## config.mk

```make
export PLATFORM = sky130hd
export DESIGN_NAME = ti_adc_capture_ctrl
export DESIGN_NICKNAME = d
export VERILOG_FILES = /design/src/rtl/ti_adc_pkg.sv /design/src/rtl/ti_adc_frame_buf.sv /design/src/rtl/ti_adc_capture_ctrl.sv
export SDC_FILE = /design/constraint.sdc
export NUM_CORES = 1
export LEC_CHECK = 0
export ABC_CLOCK_PERIOD_IN_PS = 7000
export CORE_AREA = 2 2 431 433
export CTS_BUF_LIST = sky130_fd_sc_hd__clkbuf_16
export DETAILED_ROUTE_END_ITERATION = 10
export DIE_AREA = 0 0 433 435
export SLEW_MARGIN = 20
export SYNTH_ARGS = -nofsm -noshare
export SYNTH_HDL_FRONTEND = slang
export SYNTH_SLANG_ARGS = --single-unit
export TNS_END_PERCENT = 20
```

## constraint.sdc

```tcl
create_clock -name clk -period 7 [get_ports clk]
set_input_delay 1.05 -clock clk [delete_from_list [all_inputs] [get_ports clk]]
set_output_delay 1.05 -clock clk [all_outputs]
set_load 0.02 [all_outputs]
```

## src/rtl/ti_adc_pkg.sv

```systemverilog
// Shared types and constants for the time-interleaved ADC capture sequencer.
package ti_adc_pkg;

    localparam int unsigned ADC_BITS_DEF = 9;
    localparam int unsigned ADC_WAYS_DEF = 8;
    localparam int unsigned DEPTH_DEF    = 16;

    typedef enum logic [1:0] {
        ST_IDLE    = 2'd0,
        ST_ARMED   = 2'd1,
        ST_CAPTURE = 2'd2,
        ST_READOUT = 2'd3
    } state_e;

    // Frame counters must hold the value DEPTH itself, hence the extra bit.
    function automatic int unsigned cnt_width(input int unsigned depth);
        return $clog2(depth) + 1;
    endfunction

endpackage

```

## src/rtl/ti_adc_frame_buf.sv

```systemverilog
// Capture buffer: DEPTH frames of ADC_WAYS words, one-frame write port,
// combinational single-word read port.
module ti_adc_frame_buf #(
    parameter int unsigned ADC_BITS = 9,
    parameter int unsigned ADC_WAYS = 8,
    parameter int unsigned DEPTH    = 16,
    localparam int unsigned ADDR_W  = $clog2(DEPTH),
    localparam int unsigned WAY_W   = (ADC_WAYS > 1) ? $clog2(ADC_WAYS) : 1
) (
    input  logic                         clk,
    input  logic                         wr_en,
    input  logic [ADDR_W-1:0]            wr_addr,
    input  logic [ADC_WAYS*ADC_BITS-1:0] wr_frame,
    input  logic [ADDR_W-1:0]            rd_frame,
    input  logic [WAY_W-1:0]             rd_way,
    output logic [ADC_BITS-1:0]          rd_word
);

    logic [ADC_WAYS-1:0][ADC_BITS-1:0] mem_q [DEPTH];

    // Store a whole frame; contents need no reset.
    always_ff @(posedge clk) begin
        if (wr_en) begin
            mem_q[wr_addr] <= wr_frame;
        end
    end

    // Zero-latency word select for the readout stream.
    always_comb begin
        rd_word = mem_q[rd_frame][rd_way];
    end

endmodule

```

## src/rtl/ti_adc_capture_ctrl.sv

```systemverilog
// Capture sequencer for the time-interleaved SAR-ADC: arm, trigger, store
// a programmed number of frames, then drain them word by word in time order.
// Optional level trigger enabled by defining TI_ADC_CAPTURE_TRIG_LEVEL_EN.
module ti_adc_capture_ctrl
    import ti_adc_pkg::*;
#(
    parameter int unsigned ADC_BITS = ADC_BITS_DEF,
    parameter int unsigned ADC_WAYS = ADC_WAYS_DEF,
    parameter int unsigned DEPTH    = DEPTH_DEF,
    localparam int unsigned CNT_W   = cnt_width(DEPTH)
) (
    input  logic                         clk,
    input  logic                         rst_n,
    input  logic                         frame_valid,
    input  logic [ADC_WAYS*ADC_BITS-1:0] frame_data,
    input  logic                         arm,
    input  logic                         sw_trig,
    input  logic                         abort,
    input  logic [CNT_W-1:0]             cfg_frames,
`ifdef TI_ADC_CAPTURE_TRIG_LEVEL_EN
    input  logic [ADC_BITS-1:0]          cfg_trig_level,
`endif
    output logic                         rd_valid,
    input  logic                         rd_ready,
    output logic [ADC_BITS-1:0]          rd_data,
    output logic                         rd_last,
    output logic                         done,
    output logic [1:0]                   state_o
);

    localparam int unsigned ADDR_W = $clog2(DEPTH);
    localparam int unsigned WAY_W  = (ADC_WAYS > 1) ? $clog2(ADC_WAYS) : 1;
    localparam logic [WAY_W-1:0] WAY_LAST  = WAY_W'(ADC_WAYS - 1);
    localparam logic [CNT_W-1:0] DEPTH_CNT = CNT_W'(DEPTH);

    state_e              state_q, state_d;
    logic [CNT_W-1:0]    n_q, n_d;
    logic [CNT_W-1:0]    wr_cnt_q, wr_cnt_d;
    logic [ADDR_W-1:0]   rd_frame_q, rd_frame_d;
    logic [WAY_W-1:0]    rd_way_q, rd_way_d;
    logic                pend_q, pend_d;
    logic                done_q, done_d;

    logic                level_hit;
    logic                trig;
    logic [CNT_W-1:0]    cfg_clamped;
    logic                buf_we;
    logic [ADDR_W-1:0]   buf_waddr;
    logic [ADC_BITS-1:0] buf_word;
    logic                last_word;

`ifdef TI_ADC_CAPTURE_TRIG_LEVEL_EN
    // Level trigger: any way word at or above the programmed threshold.
    always_comb begin
        level_hit = 1'b0;
        for (int unsigned i = 0; i < ADC_WAYS; i++) begin
            if (frame_data[i*ADC_BITS +: ADC_BITS] >= cfg_trig_level) begin
                level_hit = 1'b1;
            end
        end
    end
`else
    // Level trigger absent: only the software trigger starts a capture.
    always_comb begin
        level_hit = 1'b0;
    end
`endif

    // Trigger qualification, length clamp and readout status.
    always_comb begin
        trig        = sw_trig | (frame_valid & level_hit);
        cfg_clamped = ((cfg_frames == '0) || (cfg_frames > DEPTH_CNT)) ? DEPTH_CNT : cfg_frames;
        rd_valid    = (state_q == ST_READOUT);
        last_word   = rd_valid && ({1'b0, rd_frame_q} == (n_q - CNT_W'(1)))
                      && (rd_way_q == WAY_LAST);
        rd_last     = last_word;
        rd_data     = rd_valid ? buf_word : '0;
        done        = done_q;
        state_o     = state_q;
    end

    // Sequencer next state, counters and buffer write control.
    always_comb begin
        state_d    = state_q;
        n_d        = n_q;
        wr_cnt_d   = wr_cnt_q;
        rd_frame_d = rd_frame_q;
        rd_way_d   = rd_way_q;
        pend_d     = pend_q;
        done_d     = 1'b0;
        buf_we     = 1'b0;
        buf_waddr  = wr_cnt_q[ADDR_W-1:0];

        case (state_q)
            ST_IDLE: begin
                wr_cnt_d   = '0;
                rd_frame_d = '0;
                rd_way_d   = '0;
                pend_d     = 1'b0;
                if (arm) begin
                    n_d     = cfg_clamped;
                    state_d = ST_ARMED;
                end
            end
            ST_ARMED: begin
                // A trigger seen without data stays pending until the next frame.
                if (frame_valid && (trig || pend_q)) begin
                    buf_we    = 1'b1;
                    buf_waddr = '0;
                    wr_cnt_d  = CNT_W'(1);
                    pend_d    = 1'b0;
                    state_d   = (n_q == CNT_W'(1)) ? ST_READOUT : ST_CAPTURE;
                end else if (trig) begin
                    pend_d = 1'b1;
                end
            end
            ST_CAPTURE: begin
                if (frame_valid) begin
                    buf_we   = 1'b1;
                    wr_cnt_d = wr_cnt_q + CNT_W'(1);
                    if ((wr_cnt_q + CNT_W'(1)) == n_q) begin
                        state_d = ST_READOUT;
                    end
                end
            end
            ST_READOUT: begin
                if (rd_ready) begin
                    if (last_word) begin
                        done_d     = 1'b1;
                        state_d    = ST_IDLE;
                        wr_cnt_d   = '0;
                        rd_frame_d = '0;
                        rd_way_d   = '0;
                    end else if (rd_way_q == WAY_LAST) begin
                        rd_way_d   = '0;
                        rd_frame_d = rd_frame_q + ADDR_W'(1);
                    end else begin
                        rd_way_d = rd_way_q + WAY_W'(1);
                    end
                end
            end
            default: state_d = ST_IDLE;
        endcase

        // Abort overrides arm, trigger and the final handshake alike.
        if (abort) begin
            state_d    = ST_IDLE;
            n_d        = '0;
            wr_cnt_d   = '0;
            rd_frame_d = '0;
            rd_way_d   = '0;
            pend_d     = 1'b0;
            done_d     = 1'b0;
            buf_we     = 1'b0;
        end
    end

    // Sequencer state and counter registers.
    always_ff @(posedge clk or negedge rst_n) begin
        if (!rst_n) begin
            state_q    <= ST_IDLE;
            n_q        <= '0;
            wr_cnt_q   <= '0;
            rd_frame_q <= '0;
            rd_way_q   <= '0;
            pend_q     <= 1'b0;
            done_q     <= 1'b0;
        end else begin
            state_q    <= state_d;
            n_q        <= n_d;
            wr_cnt_q   <= wr_cnt_d;
            rd_frame_q <= rd_frame_d;
            rd_way_q   <= rd_way_d;
            pend_q     <= pend_d;
            done_q     <= done_d;
        end
    end

    ti_adc_frame_buf #(
        .ADC_BITS (ADC_BITS),
        .ADC_WAYS (ADC_WAYS),
        .DEPTH    (DEPTH)
    ) u_frame_buf (
        .clk      (clk),
        .wr_en    (buf_we),
        .wr_addr  (buf_waddr),
        .wr_frame (frame_data),
        .rd_frame (rd_frame_q),
        .rd_way   (rd_way_q),
        .rd_word  (buf_word)
    );

endmodule
```

Yosys cells after proc, flatten, opt, wreduce, memory -nomap -nowiden
Memories as Yosys holds them, arrays and structs flattened. Index checks and enable logic that the tools add are counted.

Memories: 1. Logic and storage cells: 94. Bits in writable memories: 1152. Output and inout port bits: 14. Flip-flop bits (word level): 21. Input bits: 84.

Reductions and logical operators: 17. Muxes and demuxes: 48. Magnitude comparators: 2. Eq/ne operators: 15. Add/subtract/negate cells: 4.

Memory list: u_frame_buf.mem_q (words 16, width 72, read ports 1, clocked after Yosys merged registers in 0, wr ports 1, line ti_adc_frame_buf.sv:19) `logic [ADC_WAYS-1:0][ADC_BITS-1:0] mem_q [DEPTH];`.

Operator list (number): 5-bit two-way mux (9); 9-bit binary-select mux with 3-bit select (1); 4-bit two-way mux (6); 5-bit one-hot mux with 4 select lines (1); 9-bit two-way mux (2); 2-bit two-way mux (7); 1-bit two-way mux (13); 3-bit two-way mux (4); 3-bit != test, second input constant (4); 2-bit one-hot mux with 4 select lines (1); 4-bit one-hot mux with 2 select lines (1); 3-bit by 2-bit != test with 1-bit output, second input constant (2); 3-bit one-hot mux with 2 select lines (1); 2-bit AND reduction (3); 6-bit AND reduction (1); 3-bit nonzero test (2); 5-bit by 1-bit adder with 5-bit output, second input constant (1); 4-bit by 5-bit equality test with 1-bit output (1); 5-bit by 1-bit equality test with 1-bit output, second input constant (1); 5-bit equality test (1); 5-bit greater-than comparator, second input constant (1); 5-bit zero test (1); 5-bit by 1-bit subtractor with 5-bit output, second input constant (1); 4-bit by 1-bit adder with 4-bit output, second input constant (1); 14 further kinds (20).

Depth between registers and ports, before layout
Word-level depth: 8. Mapped depth: 10. Depth with buffers taken out: 8.

Modules after synthesis
From an unflattened synthesis, not the netlist that was laid out.

Cell total of the unflattened synthesis: 1830. Area, all modules: 45292.2 um2.

Modules (own cells, without submodules): ti_adc_frame_buf (area each 43694.4 um2, times used 1, cells an instance 1647, seq. area each 34593.2 um2); ti_adc_capture_ctrl (area each 1597.8 um2, times used 1, cells an instance 183, seq. area each 525.5 um2).

Least setup slack after synthesis
Ideal clock, no wire load.

Kind: input-to-reg. Start: in abort. End: mem u_frame_buf.mem_q[1][0] (netlist bit), enable pin. Setup time: 0.502 ns. Stages on the path: 4. Arrival time: 5.026 ns. Path buffers: 0. Path slack: 1.472 ns. Cell sequence: nor2b_1 > nand2_1 > or4_1 > nor2_1.

Word-level cells in the longest chain between the ends: 3.

RTL lines: from (decl) (line ti_adc_capture_ctrl.sv:18) `input logic abort,`; 1-bit two-way mux (line ti_adc_capture_ctrl.sv:146) `if (abort) begin`; 1-bit two-way mux (line ti_adc_frame_buf.sv:23) `if (wr_en) begin`; 1-bit two-way mux (not written as such) (line ti_adc_frame_buf.sv:24) `mem_q[wr_addr] <= wr_frame;`; to (decl) (line ti_adc_frame_buf.sv:19).

Every way passes these cells.

Worst setup path after layout
Start: reg rd_frame_q[0]. End: out rd_data[8].

Word-level cells in the longest chain between the ends: 4.

RTL lines: from (decl) (line ti_adc_capture_ctrl.sv:39) `logic [ADDR_W-1:0] rd_frame_q, rd_frame_d;`; from (signal assigned) (line ti_adc_capture_ctrl.sv:172) `rd_frame_q <= rd_frame_d;`; memory 16 x 72 bit; 9-bit binary-select mux with 3-bit select (line ti_adc_frame_buf.sv:30) `rd_word = mem_q[rd_frame][rd_way];`; 9-bit two-way mux (not written as such) (line ti_adc_frame_buf.sv:30); 9-bit two-way mux (line ti_adc_capture_ctrl.sv:77) `rd_data = rd_valid ? buf_word : '0;`; to (decl) (line ti_adc_capture_ctrl.sv:25) `output logic [ADC_BITS-1:0] rd_data,`.

Every way passes these cells. The select of a mux whose other input is x is not followed.

==> impl_summary.txt <==
----------------------------------------------------
[Global route]
  First-pass GRT wire length ... 168200 µm
  Global-route usage over all layers ... 12.28%
  Congestion Overflow GR ... 0
  Maximum number of pins on one net before global-route repair ... 73
  Vias in the first global route ... 22008
  Antenna violations before repair ... 35

[Power and ir drop]
  Logic pwr share ... 4.0%
  Internal portion of total power ... 0.01123 W
  Net Sw Power ... 0.003002 W
  Power per Cell Area ... 266.7 nW/µm²
  Total leakage power ... 15.58 nW
  Share of total power in sequential cells ... 54.7%
  Worst supply voltage drop on vdd ... 194.9 µV
  Net switching share of the total power ... a little over a fifth
  Portion of total power attributed to the clock network ... 41.3%

[Clock tree]
  Clock Tree Buf Depth ... 3
  Clock insertion delay at the later pin of the skew report ... 700 ps
  Clock sinks ... 1173
  CTS tree ... built
  Number of levels in the clock H-tree ... 3
  CTS Hold Bufs ... 0
  Count of buffers added by post-CTS timing repair for setup ... 0
  Post-cts sizing count ... 0
  Clock transition at the registers of the reported paths ... approximately 60 ps
  CTS root buffer ... sky130_fd_sc_hd__clkbuf_16
  Number of buffers created by CTS ... 111

[Setup path]
  Largest fanout of any net on the critical path ... 31
  Element type at the critical path start ... flip-flop
  Critical Path AT ... 4730 ps
  CP required ... 5950 ps
  Setup crit end kind ... output port
  Kind of critical path ... reg2out

[Timing]
  WHS ... 560.3 ps
  Unrepaired setup endpoints after global routing ... no
  Worst setup skew after layout ... 27.51 ps
  Setup TNS after final layout ... 0 ps
  Post-route clock period utilization ... 82.63%
  Worst slew pin tran ... between 1000 and 1500 ps
  Crit path time final ... 5784 ps
  Pins over their slew limit ... 0
  Total of endpoints with negative setup slack in the final report ... 0
  Worst slew margin relative to its limit ... a little over a quarter
  Final hold viol count ... 0
  Fmax achieved ... 172.9 MHz

[Job]
  Count of max-cap constraint violations ... 0

[Floorplanning]
  Die boundary height ... around 440 µm
  Overall die width ... between 400 and 500 µm
  I/O pin count ... between 90 and 100
  Cell Rows ... 158
  Effective utilization at floorplan ... 24.80%
  Core area ... ~180000 µm²
  Die area ... between 150000 and 200000 µm²

[Min path]
  Hold crit path type ... reg2reg

[Logic synthesis]
  Total nets after synthesis ... 2265
  Synthesized cell area ... about 46000 µm²
  Count of warnings emitted by yosys ... 0
  Mean Syn Cell Area ... between 20 and 25 µm²
  Post-Synthesis Cells ... 2169
  Leading register cell type out of synthesis ... sky130_fd_sc_hd__edfxtp_1
  Share of synthesized flip-flops with an asynchronous set or reset ... 1.790%
  Share of the yosys chip area belonging to registers ... approximately three quarters
  #FFs+latches synth ... roughly 1200
  Count of cell types in the netlist ... 61
  Post-synth EDFFs ... between 1000 and 1500

[Route]
  Number of DRC violations after detailed routing ... 0
  Wire per inst ... 24.01 µm
  Vias ... 22214
  Routed vias/inst ... 4.526
  Number of violations reported at the end of detailed-routing iteration 0 ... 2164
  Final WL ... 117800 µm
  Number of detailed-route iterations in the first pass ... 5
  Antenna Violating Nets Remaining ... 0

[Final layout]
  Count of fill cells added during filler insertion ... 17881
  Share of final-layout standard cells stronger than drive strength 1 ... 19.93%
  Final-stage net count ... 2434
  Layout-stage area growth over the synthesis result ... 16.96%
  Area occupied by multi-input gates ... between 9000 and 10000 µm²
  Reg area ... 35130 µm²

[Placed design]
  Placer Congestion ... approximately 0.8
  Port Buffer Count ... 97
  HPWL after detailed placement ... ~70000 µm

[Run status]
  Run status ... finished clean

----------------------------------------------------
through the flow:
| step | setup WS (ps) | cell area [µm²] | total power [W] | utilization [%] | cells |
|---|---|---|---|---|---|
| floorplan | 1472 | 45640 | 0.008193 | - | 2169 |
| finish | 1216 | 53380 | 0.01424 | 29.00 | 4908 |
| detailed placement | 1906 | 49810 | 0.008514 | 27.07 | 4705 |
| global placement | 1845 | 49810 | 0.008507 | 27.07 | 4705 |
| CTS | 1120 | 53370 | 0.01436 | 29.00 | 4904 |
| global route | 1112 | 53380 | 0.01462 | 29.00 | 4906 |
final cells by class:
class / count / share of cell area [%]
multi-input cells: 872 / 18.36
clock inverters: 87 / 1.416
repair buffers: 169 / 3.253
flip-flops and latches: 1173 / 65.81
clock buffers: 112 / 5.250
diodes: 4 / 0.01875
inverters: 11 / 0.07735
well taps: 2480 / 5.813
placed cells by master, fill, tap and decap left out, types with 4 or more instances in the layout:
cell and count:
sky130_fd_sc_hd__nor4_1 7, sky130_fd_sc_hd__buf_4 54, sky130_fd_sc_hd__clkinvlp_4 4, sky130_fd_sc_hd__or3_1 4
sky130_fd_sc_hd__o22ai_1 101, sky130_fd_sc_hd__dfrtp_1 17, sky130_fd_sc_hd__clkinv_1 13, sky130_fd_sc_hd__mux4_2 221
sky130_fd_sc_hd__clkinv_2 16, sky130_fd_sc_hd__inv_1 43, sky130_fd_sc_hd__o31ai_1 4, sky130_fd_sc_hd__clkdlybuf4s50_1 97
sky130_fd_sc_hd__nor3b_1 5, sky130_fd_sc_hd__a211oi_1 7, sky130_fd_sc_hd__o21ai_1 8, sky130_fd_sc_hd__buf_12 18
sky130_fd_sc_hd__nand2b_1 9, sky130_fd_sc_hd__a21oi_1 39, sky130_fd_sc_hd__nand3_1 13, sky130_fd_sc_hd__nand2_1 28
sky130_fd_sc_hd__xnor2_1 7, sky130_fd_sc_hd__nor3_1 43, sky130_fd_sc_hd__mux2_2 5, sky130_fd_sc_hd__o21ai_0 15
sky130_fd_sc_hd__nor2b_1 8, sky130_fd_sc_hd__clkbuf_16 112, sky130_fd_sc_hd__nor2_4 16, sky130_fd_sc_hd__edfxtp_1 1152
sky130_fd_sc_hd__ha_1 12, sky130_fd_sc_hd__mux2i_1 182, sky130_fd_sc_hd__diode_2 4, sky130_fd_sc_hd__bufinv_16 10
sky130_fd_sc_hd__a22oi_1 47, sky130_fd_sc_hd__nor2_1 45, sky130_fd_sc_hd__a31oi_1 5
synth_stat cells (8+ instances only):
library cell	number	area (µm²)
sky130_fd_sc_hd__o21ai_1	8	40.04
sky130_fd_sc_hd__nor3_1	43	215.2
sky130_fd_sc_hd__buf_4	10	75.07
sky130_fd_sc_hd__o21ai_0	15	75.07
sky130_fd_sc_hd__inv_1	11	41.29
sky130_fd_sc_hd__o22ai_1	101	631.9
sky130_fd_sc_hd__mux4_2	221	4977
sky130_fd_sc_hd__nor2b_1	8	50.05
sky130_fd_sc_hd__ha_1	12	150.1
sky130_fd_sc_hd__nor2_1	61	229.0
sky130_fd_sc_hd__a21oi_1	39	195.2
sky130_fd_sc_hd__buf_2	40	200.2
sky130_fd_sc_hd__edfxtp_1	1152	34590
sky130_fd_sc_hd__nand2_1	28	105.1
sky130_fd_sc_hd__mux2i_1	182	1822
sky130_fd_sc_hd__buf_6	33	371.6
sky130_fd_sc_hd__clkbuf_1	24	90.09
sky130_fd_sc_hd__a22oi_1	47	352.8
sky130_fd_sc_hd__nand3_1	13	65.06
sky130_fd_sc_hd__dfrtp_1	21	525.5
sky130_fd_sc_hd__nand2b_1	9	56.30
registers in the layout, indices dropped and copies added (netlist names):
| signal | flops |
|---|---|
| rd_way_q | 3 |
| state_o | 2 |
| pend_q | 1 |
| rd_frame_q | 4 |
| wr_cnt_q | 5 |
| u_frame_buf.mem_q | 1152 |
| done | 1 |
| n_q | 5 |
cell families after synthesis:
group	share of synthesized area, %
AND/OR/NAND/NOR	2.116
XOR/XNOR	0.1919
flip-flops	76.95
multiplexers	15.02
adder cells (fa/ha/maj)	0.3290
buffers and inverters	1.842
AO/OA/AOI/OAI	3.556
metal layers:
metal	vias to the layer above	wire [µm]	track usage (%)
li1	9424	-	-
met1	11778	47980	15.96
met2	781	59410	20.76
met3	203	7265	2.352
met4	28	3007	3.530
met5	-	186	0
power groups by stage:
stage               clock network [W]  registers (W)  logic [W]
floorplan                           0        0.00794   0.000252
global placement                    0        0.00794   0.000569
detailed placement                  0        0.00794   0.000574
CTS                           0.00599        0.00779   0.000576
global route                  0.00622        0.00779   0.000614
finish                        0.00588        0.00779   0.000567
final timing paths:
path / slack, ps / startpoint / endpoint / cells past startpoint
max: 1220 / rd_frame_q[0]$_DFFE_PN0P_ / rd_data[8] / 9
min: 560 / pend_q$_DFFE_PN0P_ / pend_q$_DFFE_PN0P_ / 2
max reg2reg: 3350 / state_o[1]$_DFFE_PN0P_ / u_frame_buf.mem_q[5][3]$_DFFE_PP_ / 7
min reg2reg: 560 / pend_q$_DFFE_PN0P_ / pend_q$_DFFE_PN0P_ / 2
max in group asynchronous: 5980 / rst_n / rd_frame_q[0]$_DFFE_PN0P_ / 2
min in group asynchronous: 720 / rst_n / rd_frame_q[3]$_DFFE_PN0P_ / 2
critical path, cell delays in order, from the launching register on:
cell and delay [ps]:
sky130_fd_sc_hd__dfrtp_4 920, sky130_fd_sc_hd__buf_4 380, sky130_fd_sc_hd__buf_4 330, sky130_fd_sc_hd__mux2i_1 130
sky130_fd_sc_hd__o22ai_1 270, sky130_fd_sc_hd__nor4_1 90, sky130_fd_sc_hd__nor3_1 570, sky130_fd_sc_hd__o22ai_1 160
sky130_fd_sc_hd__o21ai_1 410, sky130_fd_sc_hd__clkdlybuf4s50_1 700
No activity file was read; power rests on OpenSTA's default activity.
==> variant (same flow settings) <==
Set the package constant `ADC_WAYS_DEF` to 4 (it was 8).
--- a/src/rtl/ti_adc_pkg.sv
+++ b/src/rtl/ti_adc_pkg.sv
@@ -4,3 +4,3 @@
     localparam int unsigned ADC_BITS_DEF = 9;
-    localparam int unsigned ADC_WAYS_DEF = 8;
+    localparam int unsigned ADC_WAYS_DEF = 4;
     localparam int unsigned DEPTH_DEF    = 16;
Interface: changed (resized frame_data); port bits go from 98 to 62. The function was not compared with the original's and may differ.
==> variant against the unedited design <==
- maximum frequency is 6.3% higher
- area after synthesis decreased by 49%
- power is 48% lower
- sequential cell count is 577 lower
- worst setup slack improved by 0.34 ns
- final area down 46%
- synthesized cell count decreased by 47%
- routed wire length down 49%
==> variant: results (changes against the unedited design) <==
[worst_setup_path]
worst_path_maximum_fanout=48  ; +55%
cp-endpoint=rd_data[2]
ff2ff_setup_slack_ns=3.31  ; -0.04 ns
timing.reg2reg.worst_path_depth=8  ; +1
crit_start=rd_frame_q[0]
timing.critical_path.arrival_ns=4.39  ; -0.34 ns
rr_endpoint=u_frame_buf.mem_q[7][25]
critPathMaxStageDelay_ns=0.96  ; +0.04 ns

[layout]
top_regs=u_frame_buf.mem_q x576, n_q x5, wr_cnt_q x5
fraction_of_final_layout_cells_with_drive_strength_greater_than_1=0.2031  ; +0.003855
num-nets-final=1299  ; -47%
layout.filler_cells=19910  ; +11%

[logic_synthesis]
async_flop_share=0.03356  ; +0.01565
synth_compound_area_frac=0.04041  ; +0.004858
synthMuxAreaShare=0.1521  ; +0.001858
postSynthNetCount=1207  ; -47%
synth_cell_types=50  ; -18%
synth_xor_area_frac=0.004105  ; +0.002186
dominant_cells_by_area_after_synthesis=sky130_fd_sc_hd__edfxtp_1 74%, sky130_fd_sc_hd__mux4_2 12%, sky130_fd_sc_hd__mux2i_1 3.1%
synth_area_per_cell_sq_um=20.44  ; -2.9%
synthesized_area_fraction_occupied_by_adder_cells=0.005865  ; +0.002575

[drt]
vias_per_cell=3.066  ; -32%
met2WireLength_microns=31100  ; -48%
wirelength_microns=60630  ; -49%
initialDrtViolationCount=1033  ; -52%
drt_first_pass_iters=5  ; unchanged
met1_wire_length_microns=24500  ; -49%
wl_met3_microns=2973  ; -59%

[power]
peakVddDrop_v=0.0001825  ; -6.4%
comb_power_share=0.064  ; +0.024
total_leakage_power_nw=8.131  ; -48%
power_per_cell_area_nw_per_um2=255.0  ; -4.4%
internal_power_summed_over_all_cells_mw=5.804  ; -48%

[cts]
cts_buffers=58  ; -48%
clkLatencyLatePin_ns=0.62  ; -0.08 ns
cts_max_level=2  ; -1

[outcome]
outcome=complete, no violations

[global_route]
grt_use_total=0.06280  ; -0.06003
wire_length_of_the_first_global_routing_pass_microns=86800  ; -48%
grtUsageMet3=0.01040  ; -0.01312
grt_start_max_net_pins=97  ; +33%
number_of_global_route_vias_before_repair=11680  ; -47%
antenna_found_initial=24  ; -31%
groute.layer.met1.usage=0.07748  ; -0.08213
grtUsageMet2=0.1095  ; -0.09809

[placement]
placed_area_sq_um=27260  ; -45%
place.detailed.hpwl_microns=36000  ; -50%
io_buffers=61  ; -37%
routabilityCongestion=0.7235  ; -9.8%
dp_slack_ns=2.108  ; +0.2012 ns
placed_instances=3660  ; -22%

[sta]
final.setup_skew_ns=0.02613  ; -0.001383 ns
max_freq_mhz=183.8  ; +6.3%
hold-worst-slack_ns=0.4262  ; -0.1341 ns
timing.slew.headroom=0.3029  ; +0.03308

==> variant: cell types whose count changed after synthesis, sizes merged, moves of 7 or more <==
cell / unedited run / this run
mux4: 221 / 126
nor3: 44 / 3
mux2i: 182 / 73
o22ai: 101 / 20
nor2b: 8 / 1
a22oi: 47 / 0
nor2: 61 / 51
a21oi: 40 / 28
nand2b: 9 / 2
a211oi: 8 / 1
buf: 88 / 32
o221ai: 0 / 36
edfxtp: 1152 / 576
==> variant: area by class of cell <==
cell class / instances / area (sq um) / share of cell area
sequential: 596 / 17800 / 0.6127
clock buffer: 59 / 1476 / 0.05081
antenna: 3 / 7.507 / 0.0002583
clock inverter: 46 / 316.6 / 0.01089
tap: 2480 / 3103 / 0.1068
multi-input combinational: 479 / 5423 / 0.1866
timing repair buffer: 90 / 873.3 / 0.03005
inverter: 15 / 56.30 / 0.001937
